[src/rtl/shift_seq_ctrl_if.sv]
// Handshake and serial-stream bundle between a parallel word source and shift_seq_ctrl.
// The master drives start/din/hold; the slave (sequencer) returns status and the serial bit.
interface shift_seq_ctrl_if #(
  parameter int unsigned W  = 8,
  parameter int unsigned CW = 4
);
  logic          start;
  logic [W-1:0]  din;
  logic          hold;
  logic          ready;
  logic          sout;
  logic          sout_en;
  logic          done;
  logic [CW-1:0] bit_cnt;

  modport master (
    output start, din, hold,
    input  ready, sout, sout_en, done, bit_cnt
  );

  modport slave (
    input  start, din, hold,
    output ready, sout, sout_en, done, bit_cnt
  );
endinterface

[src/rtl/shift_seq_ctrl.sv]
// Parallel-to-serial sequencer: latches a word on start and emits it one bit per clock,
// with a pause input, a done pulse and a registered bit counter.
module shift_seq_ctrl #(
  parameter int unsigned W         = 8,
  parameter int unsigned CW        = 4,
  parameter bit          MSB_FIRST = 1'b0
) (
  input  logic            clk,
  input  logic            rst,
  shift_seq_ctrl_if.slave bus
);

  typedef enum logic [1:0] {StIdle, StShift, StDone} state_e;

  state_e        state_q, state_d;
  logic [W-1:0]  shadow_q, shadow_d;
  logic          sout_q, sout_d;
  logic          sout_en_q, sout_en_d;
  logic          done_q, done_d;
  logic          ready_q, ready_d;
  logic [CW-1:0] cnt_q, cnt_d;

  // The bit to send next always sits at the outgoing end of the shadow register.
  logic next_bit;
  assign next_bit = MSB_FIRST ? shadow_q[W-1] : shadow_q[0];

  always_comb begin
    state_d   = state_q;
    shadow_d  = shadow_q;
    sout_d    = sout_q;
    sout_en_d = 1'b0;
    done_d    = 1'b0;
    ready_d   = ready_q;
    cnt_d     = cnt_q;
    unique case (state_q)
      StIdle: begin
        if (bus.start) begin
          sout_d    = MSB_FIRST ? bus.din[W-1] : bus.din[0];
          shadow_d  = MSB_FIRST ? (bus.din << 1) : (bus.din >> 1);
          sout_en_d = 1'b1;
          cnt_d     = CW'(1);
          ready_d   = 1'b0;
          state_d   = StShift;
        end
      end
      StShift: begin
        if (!bus.hold) begin
          if (cnt_q == CW'(W)) begin
            done_d  = 1'b1;
            state_d = StDone;
          end else begin
            sout_d    = next_bit;
            shadow_d  = MSB_FIRST ? (shadow_q << 1) : (shadow_q >> 1);
            sout_en_d = 1'b1;
            cnt_d     = cnt_q + CW'(1);
          end
        end
      end
      StDone: begin
        ready_d = 1'b1;
        cnt_d   = '0;
        sout_d  = 1'b0;
        state_d = StIdle;
      end
      default: begin
        state_d = StIdle;
      end
    endcase
  end

  always_ff @(posedge clk) begin
    if (rst) begin
      state_q   <= StIdle;
      shadow_q  <= '0;
      sout_q    <= 1'b0;
      sout_en_q <= 1'b0;
      done_q    <= 1'b0;
      ready_q   <= 1'b1;
      cnt_q     <= '0;
    end else begin
      state_q   <= state_d;
      shadow_q  <= shadow_d;
      sout_q    <= sout_d;
      sout_en_q <= sout_en_d;
      done_q    <= done_d;
      ready_q   <= ready_d;
      cnt_q     <= cnt_d;
    end
  end

  assign bus.ready   = ready_q;
  assign bus.sout    = sout_q;
  assign bus.sout_en = sout_en_q;
  assign bus.done    = done_q;
  assign bus.bit_cnt = cnt_q;

endmodule

[src/flat_wrapper.sv]
// flat-port wrapper written by rule: the top's interface ports become plain ports
module shift_seq_ctrl_flat 
#(
  parameter int unsigned W         = 8,
  parameter int unsigned CW        = 4,
  parameter bit          MSB_FIRST = 1'b0
)
  (clk, rst, bus_start, bus_din, bus_hold, bus_ready, bus_sout, bus_sout_en, bus_done, bus_bit_cnt);
  shift_seq_ctrl_if #(.W(W), .CW(CW)) bus_i ();
  input  logic clk;
  input  logic rst;
  input wire logic [$bits(bus_i.start)-1:0] bus_start;
  input wire logic [$bits(bus_i.din)-1:0] bus_din;
  input wire logic [$bits(bus_i.hold)-1:0] bus_hold;
  output wire logic [$bits(bus_i.ready)-1:0] bus_ready;
  output wire logic [$bits(bus_i.sout)-1:0] bus_sout;
  output wire logic [$bits(bus_i.sout_en)-1:0] bus_sout_en;
  output wire logic [$bits(bus_i.done)-1:0] bus_done;
  output wire logic [$bits(bus_i.bit_cnt)-1:0] bus_bit_cnt;
  assign bus_i.start = bus_start;
  assign bus_i.din = bus_din;
  assign bus_i.hold = bus_hold;
  assign bus_ready = bus_i.ready;
  assign bus_sout = bus_i.sout;
  assign bus_sout_en = bus_i.sout_en;
  assign bus_done = bus_i.done;
  assign bus_bit_cnt = bus_i.bit_cnt;
  shift_seq_ctrl #(.W(W), .CW(CW), .MSB_FIRST(MSB_FIRST)) u_core (.clk(clk), .rst(rst), .bus(bus_i));
endmodule
[config.mk]
export PLATFORM = sky130hd
export DESIGN_NAME = shift_seq_ctrl_flat
export DESIGN_NICKNAME = d
export VERILOG_FILES = /design/src/rtl/shift_seq_ctrl_if.sv /design/src/rtl/shift_seq_ctrl.sv /design/src/flat_wrapper.sv
export SDC_FILE = /design/constraint.sdc
export NUM_CORES = 1
export LEC_CHECK = 0
export CAP_MARGIN = 25
export CORE_MARGIN = 2
export CORE_UTILIZATION = 48
export CTS_BUF_LIST = sky130_fd_sc_hd__clkbuf_16
export DETAILED_ROUTE_END_ITERATION = 10
export GPL_ROUTABILITY_DRIVEN = 0
export PLACE_DENSITY = 0.76
export SYNTH_ARGS = -nofsm -noshare
export SYNTH_HDL_FRONTEND = slang
export SYNTH_SLANG_ARGS = --single-unit
[constraint.sdc]
create_clock -name clk -period 2.3 [get_ports clk]
set_clock_uncertainty 0.05 [all_clocks]
set_input_delay 0.345 -clock clk [delete_from_list [all_inputs] [get_ports clk]]
set_output_delay 0.345 -clock clk [all_outputs]
set_load 0.05 [all_outputs]
==> results.txt <==
The placed instance area is 0.00114 sq mm. The count of unique library cells instantiated by Yosys is 28. In this run the number of H-tree levels came out at 1. The global-route wire length before repair came out at 3.15 mm. The minimum setup slack after placement came out at 0.134 ns. The effective utilization at floorplan is 0.520. After the last flow step, the layout net total stands at 144.

The number of failing setup endpoints in the final timing report is 0. The fraction of the cycle the final worst path needs came out at 0.904. The number of antenna diodes in the final layout is 0. The number of pins exceeding their max-slew limit in the final report came to 0.

The worst-case clock buffer depth is 2. The largest fanout on the critical path is 10. The total of warnings raised by yosys came out at 0. After filler insertion, the fill cell instance count of the layout stands at 161. The peak supply drop is 0.525 mV. The cell at the root of the clock tree is sky130_fd_sc_hd__clkbuf_16. The average cell area after synthesis came out at 8.82 sq um. The design internal power came out at 0.640 mW. The number of buffers inserted to repair setup after CTS came out at 0. The mean number of vias per cell is 5.61. The total routing resource utilization after global routing came out at 0.194. For this run, the leading register cell type out of synthesis is sky130_fd_sc_hd__dfxtp_1. The sum of negative setup slack came out at 0 ns.

The post-route cell area is 0.00122 sq mm. In this run the vertical extent of the chip is 47.7 microns. The total of cells resized after clock tree synthesis came out at 0. Wires add up to 1.91 mm. At the pin with the least slew margin, the transition time is 0.769 ns. Counting every net in the synthesized netlist gives 122. Setup repair after global routing left no endpoint under its margin. The storage element area is 340 sq um. The iteration-0 DRC count of the detailed router came out at 16.

The HPWL after detailed placement came out at 1.43 mm. By area the synthesized netlist is led by sky130_fd_sc_hd__dfxtp_1 37%, sky130_fd_sc_hd__ha_1 8.2%, sky130_fd_sc_hd__a211oi_1 6.5%. The layout cell share with drive strength beyond 1 came out at 0.0800. At the worst endpoint, the arrival time is 2.18 ns. The areal power density over the cells came out at 728 mW/mm^2. Data on the critical path is required at its endpoint by 2.40 ns. The CTS tree is built. The number of buffers added on ports is 19. The run finished with clean final reports.

The dominant cell type by area after synthesis is sky130_fd_sc_hd__dfxtp_1. The width of the die is 47.7 microns. 20 I/O pins were placed. The net switching power figure came out at 0.247 mW. The total iterations of the first detailed-routing run is 4.

The number of clock sinks is 17. The post-route minimum period came out at 2.08 ns. The residual DRC count came out at 0. The worst path setup slack after routing is 0.221 ns.

Of the total power, the clock network draws 0.388. The placeable core area is 0.00176 sq mm. The die outline area came out at 0.00228 sq mm.

The number of buffers created by CTS came out at 3. The number of antenna violations at the first check in global routing is 0. The synthesized design contains 0 enable-type register cells.

The multi-input logic area came out at 538 sq um. The critical path is of the reg -> reg type. The share of flip-flops with an asynchronous set or reset after synthesis came out at 0. The total power draw came out at 0.886 mW. The worst slew slack as a fraction of its limit came out at 0.484. The detail route stage leaves a number of antenna-violating nets equal to 0. The number of cell rows is 15. The analysis attributes to cell leakage a power of 0.445 nW. The overall overflow remaining after global route is 0. The hold-fix buffer count after cts is 0. The total instance count after detailed placement is 146. The final cell utilization of the core came out at 0.690. The portion of total power attributed to combinational logic is 0.229. Across all hold checks on the routed design, the worst slack comes to 0.446 ns. After clock tree synthesis, the clock-pin slew on the worst setup and hold paths is 0.05 ns.

The maximum achievable frequency came out at 481 MHz. The top-area cell type share of the netlist area came out at 0.371. Synthesis produced 104 cells.

The type of the tightest min-delay check is reg -> reg. Of the total power, the share spent switching nets is 0.279. The non-filler instance count after layout came out at 150.

After synthesis the cells add up to 917 sq um. The number of synthesized register bits came out at 17. The max capacitance violation total came out at 0. The number of endpoints with negative hold slack in the final report was 0.

The clock latency at the later pin of the worst-skew pair came out at 0.24 ns. The number of global-route vias before repair came out at 744. In the final routed layout, each cell accounts on average for 12.7 microns.

The via count is 842. The largest net degree at the start of global routing came out at 16. The sequential area share after synthesis came out at 0.371. The part of the power in registers is 0.384. STA classifies the critical path startpoint as a flop.

The area overhead of the layout relative to synthesis is 32.7%. STA classifies the critical path endpoint as a flop.
[area by class of cell]
class	count	share of cell area
multi-input cells	77	0.442
flip-flops and latches	17	0.280
repair buffers	21	0.169
clock buffers	3	0.0617
well taps	25	0.0257
inverters	6	0.0185
clock inverters	1	0.00411
[sequential cells by signal, indices dropped and copies added (netlist names)]
name	count
u_core.bus.done	1
u_core.bus.bit_cnt	4
u_core.state_q	2
u_core.bus.sout_en	1
u_core.bus.sout	1
u_core.shadow_q	7
u_core.bus.ready	1
[synth_stat cells (3+ instances only)]
cell,n
sky130_fd_sc_hd__inv_1,6
sky130_fd_sc_hd__a21oi_1,6
sky130_fd_sc_hd__ha_1,6
sky130_fd_sc_hd__clkbuf_1,3
sky130_fd_sc_hd__nor2_1,15
sky130_fd_sc_hd__o21ai_0,4
sky130_fd_sc_hd__a211oi_1,8
sky130_fd_sc_hd__nand2_1,5
sky130_fd_sc_hd__o22ai_1,6
sky130_fd_sc_hd__nor3_1,5
sky130_fd_sc_hd__dfxtp_1,17
[power by group through the flow]
stage	Combinational [mW]	Clock, mW	Sequential, mW
floorplan	0.114	0	0.370
global placement	0.200	0	0.344
detailed placement	0.202	0	0.346
CTS	0.203	0.347	0.340
global route	0.222	0.363	0.344
finish	0.203	0.344	0.340
[final timing paths]
path,start,endpoint,slack [ns],cells after the start
worst min-delay path,u_core.bus.sout,u_core.bus.sout,0.45,2
worst max-delay path,u_core.state_q[0],u_core.shadow_q[3],0.22,5
worst min register to register,u_core.bus.sout,u_core.bus.sout,0.45,2
worst max register to register,u_core.state_q[0],u_core.shadow_q[3],0.22,5
[cell families (layout without fill, tap and decap cells)]
| family | after synthesis | after routing | share of synthesized area |
|---|---|---|---|
| compound gates | 31 | 31 | 0.265 |
| fa+ha+maj | 6 | 6 | 0.0819 |
| mux | 2 | 2 | 0.0232 |
| flops | 17 | 17 | 0.371 |
| simple gates | 38 | 38 | 0.217 |
| buf+inv | 10 | 31 | 0.0423 |
[routing by layer]
| metal | share of wire | up-vias | global-route usage |
|---|---|---|---|
| li1 | - | 430 | - |
| met1 | 0.48 | 396 | 0.252 |
| met2 | 0.49 | 14 | 0.331 |
| met3 | 0.031 | 2 | 0.0340 |
| met4 | 0.0026 | 0 | 0.0486 |
| met5 | 0 | - | 0 |
[critical path, cell delays in order, from the launching register on]
cell and delay [ns]:
sky130_fd_sc_hd__dfxtp_1 0.34, sky130_fd_sc_hd__inv_1 0.09, sky130_fd_sc_hd__ha_1 0.26, sky130_fd_sc_hd__nor2b_1 0.66, sky130_fd_sc_hd__a211oi_1 0.29, sky130_fd_sc_hd__a211oi_1 0.29
[cell usage in the layout, fill, tap and decap left out, drive strengths merged]
cell,instances
a211oi,8
nand2,5
dfxtp,17
buf,2
inv,6
nor4,2
nor3,5
mux2i,1
clkdlybuf4s50,19
nand3,1
or4,1
or2,1
and4b,1
nand4bb,1
mux2,1
a31oi,2
nand4b,2
a21oi,6
o22ai,6
a311o,1
o2bb2ai,2
clkinv,1
nor2b,2
a2111oi,2
and2,1
clkbuf,3
nand2b,1
nor2,15
ha,6
o21ai,4
Note: power is estimated with default switching activity, not from simulation.
